`config.mk`:
```
export PLATFORM = sky130hd
export DESIGN_NAME = mycpu_wb
export DESIGN_NICKNAME = d
export VERILOG_FILES = /design/src/rtl/mycpu_pkg.sv /design/src/rtl/mycpu_ld_align.sv /design/src/rtl/mycpu_wb.sv
export SDC_FILE = /design/constraint.sdc
export NUM_CORES = 1
export LEC_CHECK = 0
export ABC_AREA = 1
export CORE_UTILIZATION = 39
export CTS_CLUSTER_SIZE = 10
export DETAILED_ROUTE_END_ITERATION = 10
export PLACE_DENSITY = 0.77
export SLEW_MARGIN = 20
export SYNTH_ARGS = -nofsm -noshare
export SYNTH_HDL_FRONTEND = slang
export SYNTH_SLANG_ARGS = --single-unit
```
`constraint.sdc`:
```
create_clock -name clk -period 2 [get_ports clk]
set_input_delay 0.4 -clock clk [delete_from_list [all_inputs] [get_ports clk]]
set_output_delay 0.4 -clock clk [all_outputs]
set_load 0.03 [all_outputs]
```
`src/rtl/mycpu_pkg.sv`:
```
// Shared CPU definitions: datapath widths, load-op encodings and writeback state encoding.
package mycpu_pkg;

    localparam int DATA_W = 32;
    localparam int REG_W  = 5;

    typedef enum logic [2:0] {
        LD_NONE = 3'd0,
        LD_B    = 3'd1,
        LD_BU   = 3'd2,
        LD_H    = 3'd3,
        LD_HU   = 3'd4,
        LD_W    = 3'd5
    } ld_op_e;

    typedef enum logic [1:0] {
        WS_IDLE = 2'd0,
        WS_ALU  = 2'd1,
        WS_WAIT = 2'd2,
        WS_HAVE = 2'd3
    } ws_state_e;

    // Encodings 6 and 7 are reserved and behave as "no load".
    function automatic logic is_load(input logic [2:0] op);
        return (op >= LD_B) && (op <= LD_W);
    endfunction

endpackage

```
`src/rtl/mycpu_ld_align.sv`:
```
// Combinational load extraction: selects byte/half/word by address and sign/zero extends.
module mycpu_ld_align
    import mycpu_pkg::*;
(
    input  logic [2:0]        ld_op,
    input  logic [1:0]        addr,
    input  logic [DATA_W-1:0] rdata,
    output logic [DATA_W-1:0] wdata
);

    logic [7:0]  byte_sel;
    logic [15:0] half_sel;

    always_comb begin
        case (addr)
            2'd0:    byte_sel = rdata[7:0];
            2'd1:    byte_sel = rdata[15:8];
            2'd2:    byte_sel = rdata[23:16];
            default: byte_sel = rdata[31:24];
        endcase
        half_sel = addr[1] ? rdata[31:16] : rdata[15:0];

        case (ld_op)
            LD_B:    wdata = {{(DATA_W-8){byte_sel[7]}}, byte_sel};
            LD_BU:   wdata = {{(DATA_W-8){1'b0}}, byte_sel};
            LD_H:    wdata = {{(DATA_W-16){half_sel[15]}}, half_sel};
            LD_HU:   wdata = {{(DATA_W-16){1'b0}}, half_sel};
            default: wdata = rdata;
        endcase
    end

endmodule

```
`src/rtl/mycpu_wb.sv`:
```
// Writeback stage: one-entry holding register, load data wait/latch, register-file write and forwarding.
// Optional trace ports are enabled with MYCPU_WB_TRACE_EN.
module mycpu_wb
    import mycpu_pkg::*;
(
    input  logic              clk,
    input  logic              rst,
    input  logic              ms_valid,
    output logic              ws_allowin,
    input  logic [31:0]       ms_pc,
    input  logic [REG_W-1:0]  ms_dest,
    input  logic [DATA_W-1:0] ms_res,
    input  logic [2:0]        ms_ld_op,
    input  logic              dm_rvalid,
    input  logic [DATA_W-1:0] dm_rdata,
    output logic              rf_wen,
    output logic [REG_W-1:0]  rf_waddr,
    output logic [DATA_W-1:0] rf_wdata,
    output logic              fwd_valid,
    output logic [REG_W-1:0]  fwd_dest,
    output logic [DATA_W-1:0] fwd_data,
    output logic              fwd_pending
`ifdef MYCPU_WB_TRACE_EN
    ,
    output logic [31:0]       debug_wb_pc,
    output logic [3:0]        debug_wb_rf_wen,
    output logic [REG_W-1:0]  debug_wb_rf_wnum,
    output logic [DATA_W-1:0] debug_wb_rf_wdata
`endif
);

    ws_state_e         state;
    ws_state_e         state_nxt;
    logic              ws_valid;
    logic              ws_ready_go;
    logic              capture;
    logic              commit;
    logic              ld_latch;
    logic [31:0]       pc_p0;
    logic [REG_W-1:0]  dest_p0;
    logic [DATA_W-1:0] res_p0;
    logic [2:0]        ld_op_p0;
    logic [DATA_W-1:0] ld_data_p0;
    logic [DATA_W-1:0] ld_src;
    logic [DATA_W-1:0] ld_wdata;
    logic [DATA_W-1:0] wb_data;

    always_ff @(posedge clk or negedge rst) begin
        if (!rst) state <= WS_IDLE;
        else      state <= state_nxt;
    end

    always_comb begin
        state_nxt = state;
        if (capture)       state_nxt = is_load(ms_ld_op) ? WS_WAIT : WS_ALU;
        else if (commit)   state_nxt = WS_IDLE;
        else if (ld_latch) state_nxt = WS_HAVE;
    end

    // Nothing downstream stalls commit today; HAVE covers data arriving while commit is held off.
    always_comb begin
        ws_valid    = (state != WS_IDLE);
        ws_ready_go = (state != WS_WAIT) || dm_rvalid;
        ws_allowin  = !ws_valid || ws_ready_go;
        capture     = ms_valid && ws_allowin;
        commit      = ws_valid && ws_ready_go;
        ld_latch    = (state == WS_WAIT) && dm_rvalid && !commit;
        fwd_pending = (state == WS_WAIT) && !dm_rvalid;
        rf_wen      = commit && (dest_p0 != '0);
        fwd_valid   = ws_valid && (dest_p0 != '0);
        rf_waddr    = ws_valid ? dest_p0 : '0;
        fwd_dest    = ws_valid ? dest_p0 : '0;
        rf_wdata    = ws_valid ? wb_data : '0;
        fwd_data    = ws_valid ? wb_data : '0;
    end

    // Stage p0: captured instruction and latched load data (no reset; qualified by state).
    always_ff @(posedge clk) begin
        if (capture) begin
            pc_p0    <= ms_pc;
            dest_p0  <= ms_dest;
            res_p0   <= ms_res;
            ld_op_p0 <= ms_ld_op;
        end
        if (ld_latch) ld_data_p0 <= dm_rdata;
    end

    assign ld_src  = (state == WS_HAVE) ? ld_data_p0 : dm_rdata;
    assign wb_data = (state == WS_ALU) ? res_p0 : ld_wdata;

    mycpu_ld_align u_ld_align (
        .ld_op (ld_op_p0),
        .addr  (res_p0[1:0]),
        .rdata (ld_src),
        .wdata (ld_wdata)
    );

`ifdef MYCPU_WB_TRACE_EN
    assign debug_wb_pc       = ws_valid ? pc_p0 : '0;
    assign debug_wb_rf_wen   = {4{rf_wen}};
    assign debug_wb_rf_wnum  = rf_waddr;
    assign debug_wb_rf_wdata = rf_wdata;
`else
    logic unused_pc;
    assign unused_pc = ^pc_p0;
`endif

endmodule

```
== Yosys cells after proc, flatten, opt, wreduce, memory -nomap -nowiden ==
Index checks and enable logic that the tools add are counted.

* Magnitude comparators: 2
* Equal/unequal tests: 10
* Mux-type cells: 11
* Reductions and logical operators: 17

{| class="wikitable"
|+ Operator list
! operator !! count
|-
| $pmux 32 s4 || 1
|-
| $mux 32 || 3
|-
| $pmux 8 s3 || 1
|-
| $mux 16 || 1
|-
| $logic_and 1x1->1 || 8
|-
| $mux 2 || 4
|-
| $eq 2x2->1 const B || 3
|-
| $eq 3x2->1 const B || 2
|-
| $mux 5 || 1
|-
| $reduce_bool 5->1 || 1
|-
| $eq 2x1->1 const B || 2
|-
| $eq 3x1->1 const B || 1
|-
| $eq 3x3->1 const B || 1
|-
| $ge 3x1->1 const B || 1
|-
| $le 3x3->1 const B || 1
|-
| $logic_not 1->1 || 3
|-
| $reduce_bool 3->1 || 1
|-
| $logic_not 2->1 || 1
|-
| $logic_or 1x1->1 || 2
|-
| $ne 2x2->1 const B || 1
|-
| $reduce_bool 2->1 || 1
|}

* Register bits: 74
* Output and inout port bits: 78
* Word-level logic and storage cells: 45

== Depth between registers and ports, before layout ==
* Depth after elaboration: 8
* Depth in mapped cells: 13

== By module ==
From an unflattened synthesis, not the netlist that was laid out.

* Cells, all modules: 568
* Area, all modules: 4614.4 um2

{| class="wikitable"
|+ By module, submodules not included
! module !! instances !! cells each !! area each (um2) !! sequential area each (um2)
|-
| mycpu_wb || 1 || 362 || 3668.5 || 2212.1
|-
| mycpu_ld_align || 1 || 206 || 945.9 || 0.0
|}

== Worst setup path before layout ==
OpenSTA, ideal clock, no wires.

* Path type: reg-to-reg
* From: reg state[1]
* To: reg dest_p0[0], enable pin
* Setup time: 438 ps
* Arrival time: 2441 ps
* Data required time: 1562 ps
* Path slack: -879 ps
* Stages on the path, launching flop included: 8
* Path buffers: 2
* Cell sequence: dfrtp_1 buf_6 buf_4 inv_1 nor3_1 inv_1 nand2_1 inv_1

* Longest elaborated chain between the ends: 4
* Elaborated cells on any way between the ends: 6
* Those cells by class: eq/ne: 1; reduce/logical: 5

{| class="wikitable"
|+ RTL lines
! element !! line !! source
|-
| start: declaration || mycpu_wb.sv:32 || <nowiki>ws_state_e state;</nowiki>
|-
| start signal: assignment || mycpu_wb.sv:50 || <nowiki>else state <= state_nxt;</nowiki>
|-
| $ne 2x2->1 / $reduce_bool 2->1 (equally long branches) || mycpu_wb.sv:63, mycpu_wb.sv:62 ||
|-
| $logic_or 1x1->1 / $logic_not 1->1 (equally long branches) || mycpu_wb.sv:63, mycpu_wb.sv:64 ||
|-
| $logic_or 1x1->1 * || mycpu_wb.sv:64 || <nowiki>ws_allowin = !ws_valid || ws_ready_go;</nowiki>
|-
| via ws_allowin || mycpu_wb.sv:9 || <nowiki>output logic ws_allowin,</nowiki>
|-
| $logic_and 1x1->1 * || mycpu_wb.sv:65 || <nowiki>capture = ms_valid && ws_allowin;</nowiki>
|-
| via capture || mycpu_wb.sv:36 || <nowiki>logic capture;</nowiki>
|-
| end signal: assignment || mycpu_wb.sv:81 || <nowiki>dest_p0 <= ms_dest;</nowiki>
|-
| end: declaration || mycpu_wb.sv:40 || <nowiki>logic [REG_W-1:0] dest_p0;</nowiki>
|}

Mark *: on every way through the listed nets, which the timed path passes. The rest lies on a longest branch.
A chain may end at the register's enable or synchronous reset.

== Final worst setup path ==
* From: reg state[0]
* To: out rf_wdata[31]

* Longest elaborated chain between the ends: 6
* Elaborated cells on any way between the ends: 9
* Those cells by class: eq/ne: 2; mux: 6; reduce/logical: 1

{| class="wikitable"
|+ RTL lines
! element !! line !! source
|-
| $eq 2x2->1 || mycpu_wb.sv:88 || <nowiki>assign ld_src = (state == WS_HAVE) ? ld_data_p0 : dm_rdata;</nowiki>
|-
| $mux 32 || mycpu_wb.sv:88 ||
|-
| $pmux 8 s3 / $mux 16 (equally long branches) || mycpu_ld_align.sv:15, mycpu_ld_align.sv:21 ||
|-
| $pmux 32 s4 || mycpu_ld_align.sv:23 || <nowiki>case (ld_op)</nowiki>
|-
| $mux 32 || mycpu_wb.sv:89 || <nowiki>assign wb_data = (state == WS_ALU) ? res_p0 : ld_wdata;</nowiki>
|-
| $mux 32 * || mycpu_wb.sv:73 || <nowiki>rf_wdata = ws_valid ? wb_data : '0;</nowiki>
|-
| end: declaration || mycpu_wb.sv:18 || <nowiki>output logic [DATA_W-1:0] rf_wdata,</nowiki>
|}

Every way passes the cells marked *; elsewhere a longest branch is shown, timed or not.

==> out/results.txt <==
Post-synthesis sequential area ratio - 50.5%
ANT nets after route - 0
# rows - 38
GR Overflow Total - 0
CTS tree - yes
Worst Path Buf+Inv - 4
CP dominant cell by count - nand2_4
Final worst setup slack - -567 ps
Combinational family with the most area after synthesis - simple AND/OR/NAND/NOR gates
Vias per cell - 4.77
Clock transition at path regs - 70 ps
Count of final setup violators - 118
Non-Filler Instances - 877
Max clock buf depth - 2
Multiplexer area fraction after synthesis - 0%
Placed Cells - 843
Initial drt markers - 145
Post-DR wirelength/cell - 15.7 um
Final Wtd Congestion - 0.837
Worst-path fanout max - 7
Syn Area/Cell - 8.47 um^2
Nets - 840
Post-DP HPWL - 9370 um
Chip Width - 108 um
Total internal power - 3.34 mW
Simple-gate share of the synthesized area - 24.8%
Switching share of power - 36.3%
Hold Path Class - primary input to asynchronous set/reset pin
Port buffer count - 153
Status - finished with violations
Number of global-route vias before repair - 4,088
WL final - 13,700 um
Final period utilization - 128%
Violated checks - negative setup slack
I/O pin count - 186
RSZ-0062 raised after global routing - true
Most frequent cells after synthesis - nand2_1 (164), edfxtp_1 (72), inv_1 (53)
Worst EP required - 1600 ps
Slowest cell on the critical path - dfrtp_2
TritonCTS buffer count - 9
Yosys top cell by area - edfxtp_1
Synth top area cells - edfxtp_1 (49%), nand2_1 (14%), buf_4 (7.0%)
Critical-path cell list - buf_6, nand3_4, nand3_2, nand2_2, inv_2, nand2_4, nand3_4, nand2_4, nand2_4, clkbuf_16, o21ai_4, buf_6
Count of unique library cells instantiated by Yosys - 29
Vias - 4,180
Max Fclk - 0.390 GHz
PwrDens - 689 nW/um^2
Share of cells above drive strength 1 - 43.4%
Area growth syn-to-layout - 73.6%
Synth async-reset ratio - 2.70%
Full die area - 11,700 um^2
Post-Synth XOR/XNOR Area - 0%
Tot GR Track Use - 23.3%
Worst VDD drop - 428 uV
Multi-input logic area - 2400 um^2
Yosys top cell area share - 49.4%
Leak pwr - 3.32 nW
Family with the most delay on the worst path - buffers and inverters
Slowest Stage Delay on Critical Path - 510 ps
Ant diodes - 0
Critical Path Start - state[0]
Sequential share of power - 36.1%
Cell count after synthesis - 517
Post-synth EDFFs - 72
YS warnings - 0
Max Cap Viol - 0
Core footprint - 10,900 um^2
Most common cell in the synthesized netlist - nand2_1
Root buffer cell - clkbuf_8
Final Hold Viols - 0
Filler cell count - 858
Final setup TNS - -37,180 ps
Sink Count - 74
Sequential cell area - 2210 um^2
Arr. time, crit path - 2170 ps
Adder-Cell Fraction of Synth Area - 0%
Clock Skews - 10.2 ps
Psw - 1.90 mW
Post-route DRC - 0
# hold bufs at CTS - 0
Crit path time final - 2570 ps
Critical path class - flop to primary output
CP Capture Type - primary output
Clk pwr share - 19.5%
Synth Cell Area - 4380 um^2
Startpoint Class - flop
First-pass GRT wire length - 20,200 um
#FFs+latches synth - 74
Reg2reg start - state[1]
Worst-Skew Late Latency - 360 ps
Ys flop type - edfxtp_1
Post-synthesis compound-gate area fraction - 9.48%
Placement Setup Slack - -438 ps
Initial Utilization - 40.2%
Largest net degree at the start of global routing - 22
First-pass DRT Iterations - 5
H-tree lvl count - 3
Die H - 108 um
Initial antenna violation count - 0
Combinational power share - 44.3%
Max-slew violation count - 0
## kinds of logic after synthesis
| kind of cell | count (synthesis) |
|---|---|
| buffers and inverters | 121 |
| flip-flops | 74 |
| other | 1 |
| AND/OR/NAND/NOR | 250 |
| AO/OA/AOI/OAI | 71 |
## power by group through the flow
| stage | combinational [mW] | clock (mW) | sequential (mW) |
|---|---|---|---|
| 6_report | 2.32 | 1.02 | 1.89 |
| 5_1_grt | 2.45 | 1.11 | 1.90 |
| 4_1_cts | 2.16 | 1.05 | 1.88 |
| 3_5_place_dp | 1.90 | 0 | 1.90 |
| 3_3_place_gp | 1.88 | 0 | 1.90 |
| 2_1_floorplan | 1.33 | 0 | 1.89 |
## layout by cell type, fill, tap and decap left out, types with 16 or more instances in the layout
| cell type | netlist | routed |
|---|---|---|
| inv_1 | 53 | 48 |
| buf_4 | 41 | 53 |
| clkdlybuf4s50_1 | 0 | 75 |
| edfxtp_1 | 72 | 72 |
| o21ai_4 | 0 | 25 |
| nand2_4 | 5 | 24 |
| buf_6 | 6 | 90 |
| nand2_2 | 1 | 41 |
| nand3_1 | 46 | 27 |
| a21oi_1 | 17 | 16 |
| nor2_1 | 26 | 18 |
| nand2_1 | 164 | 106 |
| conb_1 | 1 | 32 |
## through the flow
stage	total power, mW	hold slack (ps)	util [%]	area [um^2]
after floorplan	3.22	104	-	4890
after global placement	3.77	576	58.9	6410
after detailed placement	3.80	583	58.9	6410
after CTS	5.10	191	66.1	7190
after global routing	5.46	198	69.8	7600
final	5.24	204	69.8	7600
## repair_timing
action,in CTS,in global routing
pin swaps,27,44
gates cloned,3,1
setup buffers,7,8
gates resized for setup,161,77
setup endpoints to repair,78,118
## cell type report
cell class / count / share of cell area (%)
sequential: 74 / 29.1
multi-input combinational: 355 / 31.5
tap: 140 / 2.30
inverter: 61 / 3.23
clock inverter: 1 / 0.0494
clock buffer: 15 / 2.06
timing repair buffer: 231 / 31.7
## path summary, 6_finish.rpt
path / end / slack (ps) / cells after the start
max in group asynchronous: state[0] / 1660 / 1
setup / recovery: rf_wdata[31] / -570 / 12
min in group clk: res_p0[21] / 590 / 1
hold / removal: state[1] / 200 / 1
setup reg to reg: res_p0[28] / -120 / 10
hold reg to reg: state[1] / 1280 / 7
## worst reg2reg max path, cell delays in order, from the launching register on
cell and delay (ps):
dfrtp_2 520, buf_6 200, buf_12 150, buf_8 110, inv_8 60, nor3_4 250
inv_4 70, buf_6 130, nand2_4 70, clkinvlp_4 130, buf_12 190
## flip-flops by register name, indices dropped and copies added, names as in the netlist
register,flops
ld_data_p0,32
ld_op_p0,3
state,2
res_p0,32
dest_p0,5
## metal layers
| layer | vias to the layer above | track usage (%) | share of wire [%] |
|---|---|---|---|
| li1 | 2050 | - | - |
| met1 | 1969 | 27.2 | 39 |
| met2 | 138 | 42.1 | 54 |
| met3 | 23 | 4.34 | 5.3 |
| met4 | 0 | 9.00 | 2.1 |
| met5 | - | 0 | 0 |
Power figures use the tool's default switching activity.
